### config.mk
export PLATFORM = sky130hd
export DESIGN_NAME = hamming_secded_pipe
export DESIGN_NICKNAME = d
export VERILOG_FILES = /design/src/rtl/hamming_pkg.sv /design/src/rtl/hamming_syndrome.sv /design/src/rtl/hamming_secded_pipe.sv
export SDC_FILE = /design/constraint.sdc
export NUM_CORES = 1
export LEC_CHECK = 0
export CAP_MARGIN = 15
export CORE_ASPECT_RATIO = 0.75
export CORE_MARGIN = 3
export CORE_UTILIZATION = 55
export DETAILED_ROUTE_END_ITERATION = 10
export GPL_ROUTABILITY_DRIVEN = 1
export GPL_TIMING_DRIVEN = 0
export PLACE_DENSITY = 0.94
export SETUP_SLACK_MARGIN = 0.5
export SYNTH_ARGS = -nofsm -noshare
export SYNTH_HDL_FRONTEND = slang
export SYNTH_SLANG_ARGS = --single-unit
### constraint.sdc
create_clock -name clk -period 4.5 [get_ports clk]
set_input_delay 0.9 -clock clk [delete_from_list [all_inputs] [get_ports clk]]
set_output_delay 0.9 -clock clk [all_outputs]
set_load 0.1 [all_outputs]
### src/rtl/hamming_pkg.sv
// Shared types and helpers for the Hamming SECDED decoder family.
// Latency: n/a (types and constant functions only).
// Backpressure: n/a.
package hamming_pkg;

    // Decoded beat classification; the value 2'b11 is never produced.
    typedef enum logic [1:0] {
        CLEAN  = 2'b00,
        SINGLE = 2'b01,
        UNCORR = 2'b10
    } hstat_e;

    // Smallest P with 2^P >= data_w + P + 1.
    function automatic int hamming_p(input int data_w);
        int p;
        p = 1;
        while ((1 << p) < data_w + p + 1) begin
            p = p + 1;
        end
        return p;
    endfunction

    // Codeword position of data bit idx: data bits fill the
    // non-power-of-two positions in ascending order, starting at 3.
    function automatic int data_pos(input int idx);
        int pos;
        int cnt;
        pos = 2;
        cnt = -1;
        while (cnt < idx) begin
            pos = pos + 1;
            if ((pos & (pos - 1)) != 0) begin
                cnt = cnt + 1;
            end
        end
        return pos;
    endfunction

    // Data bits that feed syndrome bit k (those whose position has bit k set).
    function automatic logic [63:0] syn_mask(input int k, input int data_w);
        logic [63:0] m;
        m = '0;
        for (int i = 0; i < data_w; i++) begin
            if (((data_pos(i) >> k) & 1) == 1) begin
                m[i] = 1'b1;
            end
        end
        return m;
    endfunction

endpackage

### src/rtl/hamming_syndrome.sv
// Hamming syndrome and overall-parity mismatch of a received codeword.
// Latency: combinational.
// Backpressure: none; pure function of its inputs.
module hamming_syndrome
    import hamming_pkg::*;
#(
    parameter int DATA_W = 16,
    localparam int P = hamming_p(DATA_W)
) (
    input  logic [DATA_W-1:0] data,
    input  logic [P:0]        check,
    output logic [P-1:0]      syndrome,
    output logic              om
);

    // Each syndrome bit re-derives one Hamming check and compares it with the received one.
    for (genvar k = 0; k < P; k++) begin : g_syn
        localparam logic [63:0] MASK = syn_mask(k, DATA_W);
        assign syndrome[k] = check[k] ^ (^(data & MASK[DATA_W-1:0]));
    end

    // Even parity across every received bit, overall-parity bit included.
    assign om = (^data) ^ (^check);

endmodule

### src/rtl/hamming_secded_pipe.sv
// Two-stage pipelined Hamming SECDED decoder with saturating error counters.
// Latency: 2 cycles from input accept to out_valid; 1 beat/cycle throughput.
// Backpressure: valid/ready; in_ready follows out_ready combinationally, holds 2 beats when stalled.
module hamming_secded_pipe
    import hamming_pkg::*;
#(
    parameter int DATA_W = 16,
    parameter int CNT_W  = 16,
    localparam int P = hamming_p(DATA_W)
) (
    input  logic              clk,
    input  logic              rst,
    input  logic              in_valid,
    output logic              in_ready,
    input  logic [DATA_W-1:0] in_data,
    input  logic [P:0]        in_check,
    input  logic              correct_en,
    output logic              out_valid,
    input  logic              out_ready,
    output logic [DATA_W-1:0] out_data,
    output logic [1:0]        out_status,
    output logic [P-1:0]      out_syndrome,
    input  logic              cnt_clr,
    output logic [CNT_W-1:0]  corr_cnt,
    output logic [CNT_W-1:0]  uncorr_cnt
);

    // Highest valid codeword position; syndromes above it cannot be a single error.
    localparam int N = DATA_W + P;

    logic [P-1:0]      syn_w;
    logic              om_w;

    logic              s1_vld_q, s1_vld_d;
    logic [P-1:0]      s1_syn_q, s1_syn_d;
    logic              s1_om_q, s1_om_d;
    logic [DATA_W-1:0] s1_dat_q, s1_dat_d;
    logic              s1_cen_q, s1_cen_d;

    logic              s2_vld_q, s2_vld_d;
    logic [DATA_W-1:0] s2_dat_q, s2_dat_d;
    hstat_e            s2_stat_q, s2_stat_d;
    logic [P-1:0]      s2_syn_q, s2_syn_d;

    logic [CNT_W-1:0]  corr_cnt_q, corr_cnt_d;
    logic [CNT_W-1:0]  uncorr_cnt_q, uncorr_cnt_d;

    logic              s1_load;
    logic              s2_load;
    logic              xfer;
    logic [DATA_W-1:0] fix_mask;
    hstat_e            dec_stat;
    logic [DATA_W-1:0] dec_dat;

    hamming_syndrome #(
        .DATA_W (DATA_W)
    ) u_syn (
        .data     (in_data),
        .check    (in_check),
        .syndrome (syn_w),
        .om       (om_w)
    );

    // Stage 2 frees up whenever it is empty or its beat leaves; stage 1 then follows.
    assign s2_load  = !s2_vld_q | out_ready;
    assign s1_load  = !s1_vld_q | s2_load;
    assign in_ready = s1_load;
    assign xfer     = s2_vld_q & out_ready;

    // One-hot flip mask: the data bit whose codeword position equals the syndrome.
    for (genvar i = 0; i < DATA_W; i++) begin : g_fix
        localparam int POS = data_pos(i);
        assign fix_mask[i] = (s1_syn_q == P'(POS));
    end

    // Stage 1 captures syndrome, parity mismatch, raw data and the correction mode.
    always_comb begin
        s1_vld_d = s1_vld_q;
        s1_syn_d = s1_syn_q;
        s1_om_d  = s1_om_q;
        s1_dat_d = s1_dat_q;
        s1_cen_d = s1_cen_q;
        if (s1_load) begin
            s1_vld_d = in_valid;
            if (in_valid) begin
                s1_syn_d = syn_w;
                s1_om_d  = om_w;
                s1_dat_d = in_data;
                s1_cen_d = correct_en;
            end
        end
    end

    // Classify the stage-1 beat and apply the single-bit correction when enabled.
    always_comb begin
        dec_stat = CLEAN;
        if (s1_syn_q == '0) begin
            dec_stat = s1_om_q ? SINGLE : CLEAN;
        end else if (s1_om_q && (s1_syn_q <= P'(N))) begin
            dec_stat = SINGLE;
        end else begin
            dec_stat = UNCORR;
        end
        dec_dat = s1_dat_q;
        if ((dec_stat == SINGLE) && s1_cen_q) begin
            dec_dat = s1_dat_q ^ fix_mask;
        end
    end

    // Stage 2 only takes new payload from a valid stage-1 beat so outputs never churn on bubbles.
    always_comb begin
        s2_vld_d  = s2_vld_q;
        s2_dat_d  = s2_dat_q;
        s2_stat_d = s2_stat_q;
        s2_syn_d  = s2_syn_q;
        if (s2_load) begin
            s2_vld_d = s1_vld_q;
            if (s1_vld_q) begin
                s2_dat_d  = dec_dat;
                s2_stat_d = dec_stat;
                s2_syn_d  = s1_syn_q;
            end
        end
    end

    // Counters advance on delivered beats, saturate at all-ones, and clear wins over increment.
    always_comb begin
        corr_cnt_d   = corr_cnt_q;
        uncorr_cnt_d = uncorr_cnt_q;
        if (cnt_clr) begin
            corr_cnt_d   = '0;
            uncorr_cnt_d = '0;
        end else if (xfer) begin
            if ((s2_stat_q == SINGLE) && (corr_cnt_q != '1)) begin
                corr_cnt_d = corr_cnt_q + CNT_W'(1);
            end
            if ((s2_stat_q == UNCORR) && (uncorr_cnt_q != '1)) begin
                uncorr_cnt_d = uncorr_cnt_q + CNT_W'(1);
            end
        end
    end

    // State registers; reset drops in-flight beats and counter contents.
    always_ff @(posedge clk or posedge rst) begin
        if (rst) begin
            s1_vld_q     <= 1'b0;
            s1_syn_q     <= '0;
            s1_om_q      <= 1'b0;
            s1_dat_q     <= '0;
            s1_cen_q     <= 1'b0;
            s2_vld_q     <= 1'b0;
            s2_dat_q     <= '0;
            s2_stat_q    <= CLEAN;
            s2_syn_q     <= '0;
            corr_cnt_q   <= '0;
            uncorr_cnt_q <= '0;
        end else begin
            s1_vld_q     <= s1_vld_d;
            s1_syn_q     <= s1_syn_d;
            s1_om_q      <= s1_om_d;
            s1_dat_q     <= s1_dat_d;
            s1_cen_q     <= s1_cen_d;
            s2_vld_q     <= s2_vld_d;
            s2_dat_q     <= s2_dat_d;
            s2_stat_q    <= s2_stat_d;
            s2_syn_q     <= s2_syn_d;
            corr_cnt_q   <= corr_cnt_d;
            uncorr_cnt_q <= uncorr_cnt_d;
        end
    end

    assign out_valid    = s2_vld_q;
    assign out_data     = s2_dat_q;
    assign out_status   = s2_stat_q;
    assign out_syndrome = s2_syn_q;
    assign corr_cnt     = corr_cnt_q;
    assign uncorr_cnt   = uncorr_cnt_q;

endmodule

==> reports/results.tsv, run 1 <==
metric	value	unit
pre-CTS worst setup slack	0.7901	ns
CTS buffer count	9	
Post-Syn Nets	436	
Layout Skew	0.008637	ns
maximum clock frequency	0.2684	GHz
area share of the largest cell type after synthesis	48.71	%
largest net degree at the start of global routing	50	
CP arrival	2.83	ns
CTS tree	done	
Worst-path clk slew	0.08	ns
worst path required time	3.60	ns
Hold Crit Class	flop to flop	
residual DRC count	0	
layout cells sized above 1	8.696	%
Slew @ Worst Pin	1.022	ns
Synth Cell Area	4110	um^2
Die X	105.8	um
worst skew pair latency	0.35	ns
top cells by instance count after synthesis	80 x dfrtp_1, 57 x xnor2_1, 51 x nand2_1, 37 x nor2_1, 32 x o21ai_0	
normalized max-slew margin	31.66	%
period utilization	82.79	%
Vias/cell	5.646	
synthesized instance count	406	
ranking of synthesized cells by area	dfrtp_1 49%, xnor2_1 12%, mux2_2 4.9%	
pwr dens	478.1	nW/um^2
gr ovfl total	0	
Starting DRT DRC Count	236	
Nets	532	
core box area	7027	um^2
most common cell in the netlist	dfrtp_1	
Final Hold Violating Endpoints	0	
DRT Wirelength	10220	um
yosys warns	0	
Seq/Total Area, Yosys	48.71	%
Max VDD drop	0.0002588	V
die area	8557	um^2
antenna cells	0	
H-Tree Depth	3	
CTS Sinks	80	
Finished Cell Area	5305	um^2
fin worst setup slack	0.7744	ns
crit path time final	3.726	ns
Seq cells post-synth	80	
dpl hpwl	7733	um
main flop type after synthesis	dfrtp_1	
first-pass detailed-route iteration total	5	
Syn Area/Cell	10.12	um^2
Placement Cell Area	5104	um^2
Die Y	80.87	um
I/O pin count	85	
final number of max-transition violations	0	
CTS root buffer	clkbuf_8	
Post-synth EDFFs	0	
Routed WL per cell	16.92	um
WS Path Type	input pin to output pin	
Yosys top cell by area	dfrtp_1	
TNS Setup	0	ns
initial core utilization	58.49	%
Total GRT Usage	24.32	%
Layout area overhead	29.07	%
I/O Buffers	84	
Clock Tree Buf Depth	2	
Core Rows	26	
post_cts resized	0	
initial antenna violation count	0	
Worst Path Max Fanout	6	
status	finished, final reports clean	
LEAKAGE	0.002073	uW
Async SR Flop Fraction	100.0	%
Netlist cell types	36	
RSZ-0062 raised after global routing	no	
Final GP Congestion	0.9488	
Max Cap Viol	0	
crit path capture type	output pin	
vias	3410	
post-CTS setup buffers	0	
Hold-fix buffers, CTS	0	
first-pass GRT wire length	16450	um
# setup viols final	0	
startpoint types	input pin	
remaining antenna violation count after routing	0	
vias in the first global route	3348	
## worst max-delay path, stage by stage
cell	delay, ns
clkdlybuf4s50_1	0.56
nand3b_1	0.19
clkdlybuf4s50_1	1.17
## state kept, by name, indices dropped and copies added (netlist names)
signal,flops
corr_cnt,16
out_data,16
s1_dat_q,16
uncorr_cnt,16
out_syndrome,5
s1_syn_q,5
out_status,2
out_valid,1
s1_cen_q,1
s1_om_q,1
s1_vld_q,1
## layout make-up
type                       instances  area [um^2]
clock inverter                     4        70.07
fill                             449         1722
tap                               98        122.6
inverter                           4        17.52
timing repair buffer              85        868.3
buffer                            15        58.81
clock buffer                      11        131.4
multi-input combinational        307         2034
sequential                        80         2002
## path summary, 6_finish.rpt
| kind | cells after the start | slack, ns | from | endpoint |
|---|---|---|---|---|
| worst max-delay path | 3 | 0.77 | out_ready | in_ready |
| worst min-delay path | 2 | 0.49 | out_data[2] | out_data[2] |
| worst max register to register | 7 | 2.33 | corr_cnt[0] | corr_cnt[12] |
| worst min register to register | 2 | 0.49 | out_data[2] | out_data[2] |
| max in group asynchronous | 3 | 3.02 | rst | corr_cnt[1] |
| min in group asynchronous | 2 | 0.91 | rst | out_data[2] |
## cells by family (layout without fill, tap and decap cells)
family,after synthesis,count (layout),synth area share (%)
xor gates and xnor gates,76,76,18.14
and+or+nand+nor,166,166,20.12
AOI/OAI and AO/OA,45,45,5.693
buffers and inverters,19,119,1.796
muxes,18,18,4.931
DFF,80,80,48.71
adders and majority gates,2,2,0.6087
## per-layer routing
| metal | wire (um) | up-vias | global-route usage (%) |
|---|---|---|---|
| li1 | - | 1580 | - |
| met1 | 4541 | 1668 | 32.52 |
| met2 | 4803 | 140 | 39.95 |
| met3 | 708 | 22 | 6.910 |
| met4 | 166 | 0 | 5.821 |
| met5 | 0 | - | 0 |
## per-stage QoR
step                      instances  total power [uW]  hold WS [ns]  utilization (%)
after floorplan                 406              1698        0.4711                -
after global placement          588              1941        0.4618            72.20
after detailed placement        589              1980        0.4667            72.63
after CTS                       604              2538        0.4906            75.50
after global routing            604              2625        0.5209            75.50
final                           604              2536        0.4856            75.50
## where the power goes
group | internal [uW] | switching, uW | total [uW]
clock | 308 | 248 | 556
sequential | 826 | 95.6 | 922
combinational | 307 | 751 | 1060
total | 1440 | 1100 | 2540
## placed cells by master (no fill, tap or decap), types with 3 or more instances in the layout
cell type / netlist / routed
nand2_1: 51 / 51
dfrtp_1: 80 / 80
nand3_1: 11 / 11
nor2_1: 37 / 37
xnor2_2: 5 / 5
xor2_1: 10 / 10
or3_1: 6 / 6
nand4_1: 12 / 12
o21ai_0: 32 / 32
a21oi_1: 10 / 10
clkdlybuf4s50_1: 0 / 84
inv_1: 4 / 3
xnor2_1: 57 / 57
clkbuf_1: 13 / 15
nor4b_1: 3 / 3
nor4_1: 9 / 9
mux2_2: 18 / 18
nor3b_1: 3 / 3
nand2b_1: 6 / 6
nor3_1: 13 / 13
clkbuf_8: 0 / 9
Power figures use the tool's default switching activity.
==> run 2: changes to the inputs <==
Settings changed: CORE_UTILIZATION 55 to 51, PLACE_DENSITY 0.94 to 0.89.
Clock period 4.5 ns to 3.8 ns, I/O delays scaled along.
==> reports/results.tsv, run 2 (synthesis gave the netlist of run 1 again) <==
metric	value	unit	change
status	finished, final reports clean		
most common cell after layout, fill and taps aside	clkdlybuf4s50_1		
Hold WS	0.4900	ns	+0.004372 ns
Worst-path clk slew	0.07	ns	about the same
normalized max-slew margin	32.62	%	+0.96 points
Placement Cell Area	5109	um^2	about the same
initial antenna violation count	0		unchanged
Clock Tree Buf Depth	2		unchanged
Max VDD drop	0.0003188	V	+23%
worst skew pair latency	0.35	ns	about the same
filler cell count	547		+22%
crit path capture type	output pin		
DRT Wirelength	9881	um	-3.3%
H-Tree Depth	3		unchanged
max incr delay on CP	0.88	ns	-0.29 ns
residual DRC count	0		unchanged
I/O pin count	85		unchanged
startpoint types	input pin		
WS Path Type	input pin to output pin		
utilization after layout	70.40	%	-5.1 points
R2R cell count	7		unchanged
layout cells sized above 1	9.091	%	+0.40 points
dpl hpwl	7489	um	-3.2%
worst reg-to-reg setup slack	1.65	ns	-0.68 ns
area of the multi-input gates	2034	um^2	unchanged
Nets	532		unchanged
slowest stage cell on the critical path	dlygate4sd2_1		
final number of max-transition violations	0		unchanged
Worst Setup SP	out_ready		
gr ovfl total	0		unchanged
largest net degree at the start of global routing	63		+26%
CTS root buffer	clkbuf_8		
worst setup path end	in_ready		
remaining antenna violation count after routing	0		unchanged
Slew @ Worst Pin	1.008	ns	-0.01433 ns
antenna cells	0		unchanged
core box area	7567	um^2	+7.7%
Worst Path Max Fanout	6		unchanged
commonest cells after routing, fill and taps aside	83 x clkdlybuf4s50_1, 79 x dfrtp_1, 57 x xnor2_1		
vias in the first global route	3279		-2.1%
Die Y	83.75	um	+3.6%
Routed WL per cell	16.28	um	-3.8%
reg-to-reg startpoint	corr_cnt[0]		
Core Rows	27		+3.8%
crit path time final	3.168	ns	
CP arrival	2.41	ns	-0.42 ns
RSZ-0062 raised after global routing	no		
Layout area overhead	29.62	%	
Vias/cell	5.567		-1.4%
Layout Skew	0.01145	ns	+0.002810 ns
Finished Cell Area	5328	um^2	+0.42%
first-pass GRT wire length	16240	um	-1.3%
Max Cap Viol	0		unchanged
period utilization	83.38	%	
reg-to-reg critical path endpoint	corr_cnt[0]		
first-pass detailed-route iteration total	5		unchanged
Total GRT Usage	22.60	%	-1.7 points
Placed Cells	592		+0.51%
Die X	109.7	um	+3.6%
post-CTS setup buffers	0		unchanged
Starting DRT DRC Count	202		-14%
Non-Filler Instances	607		+0.50%
# setup viols final	0		unchanged
initial core utilization	54.32	%	-4.2 points
Hold Crit Class	flop to flop		
I/O Buffers	84		unchanged
sequential cell area	2003	um^2	about the same
vias	3379		-0.91%
LEAKAGE	0.002081	uW	+0.39%
CTS buffer count	9		unchanged
CTS Sinks	80		unchanged
die area	9183	um^2	+7.3%
Final Hold Violating Endpoints	0		unchanged
Final GP Congestion	0.9389		-1.0%
crit-path cells	clkdlybuf4s50_1, nand3b_1, dlygate4sd2_1		
maximum clock frequency	0.3156	GHz	
worst path required time	3.04	ns	-0.56 ns
pwr dens	569.0	nW/um^2	+19%
CTS tree	done		
==> run 2: changes by cell type in the layout (fill, tap and decap cells not counted) <==
cell	previous run	this run
clkbuf_8	9	11
dfrtp_2	0	1
clkinv_2	2	1
clkbuf_1	15	14
dlygate4sd2_1	0	1
clkdlybuf4s50_1	84	83
dfrtp_1	80	79
==> run 2: through the flow <==
stage	setup TNS [ns]	total power [uW]	worst slack (ns)
after detailed placement	0	2341	0.3658
after floorplan	0	2011	0.8083
after CTS	0	3032	0.6445
after global routing	0	3150	0.6079
final	0	3031	0.6316
after global placement	-18.11	2302	-0.4738
==> run 2: critical path, delay by kind of cell <==
family	cells	cell delay (ns)
buffers and inverters	2	1.45
and+or+nand+nor	1	0.20
==> run 2: worst min-delay path by stage <==
stage | startpoint | end | cells after the start
2_1_floorplan | s1_vld_q | out_valid | 1
3_3_place_gp | out_syndrome[4] | out_syndrome[4] | 2
3_5_place_dp | out_syndrome[1] | out_syndrome[1] | 2
4_1_cts | out_data[1] | out_data[1] | 2
5_1_grt | out_data[3] | out_data[3] | 2
6_report | out_data[1] | out_data[1] | 2
==> run 2: repair_timing <==
item / CTS / global route
hold buffers: 0 / 0
gates resized for setup: 1 / 0
endpoints found under the setup margin: 1 / 0
==> run 2: per-layer routing <==
metal  up-vias  GRT usage [%]  part of all wire, %
li1       1579              -                    -
met1      1633          30.54                   44
met2       148          36.01                   47
met3        19          5.646                  7.5
met4         0          6.455                  1.2
met5         -              0                    0
==> run 2: power by group <==
part / leakage [uW] / switching [uW] / internal (uW)
clock: 0.000112 / 290 / 402
combinational: 0.000946 / 890 / 364
sequential: 0.00102 / 107 / 978
total: 0.00208 / 1290 / 1740
==> run 2: final cells by class <==
class,count,area share (%)
Clock buffer,12,2.912
Clock inverter,3,1.221
Buffer,15,1.104
Timing Repair Buffer,85,16.28
Tap cell,101,2.372
Multi-Input combinational cell,307,38.19
Sequential cell,80,37.60
Inverter,4,0.3288
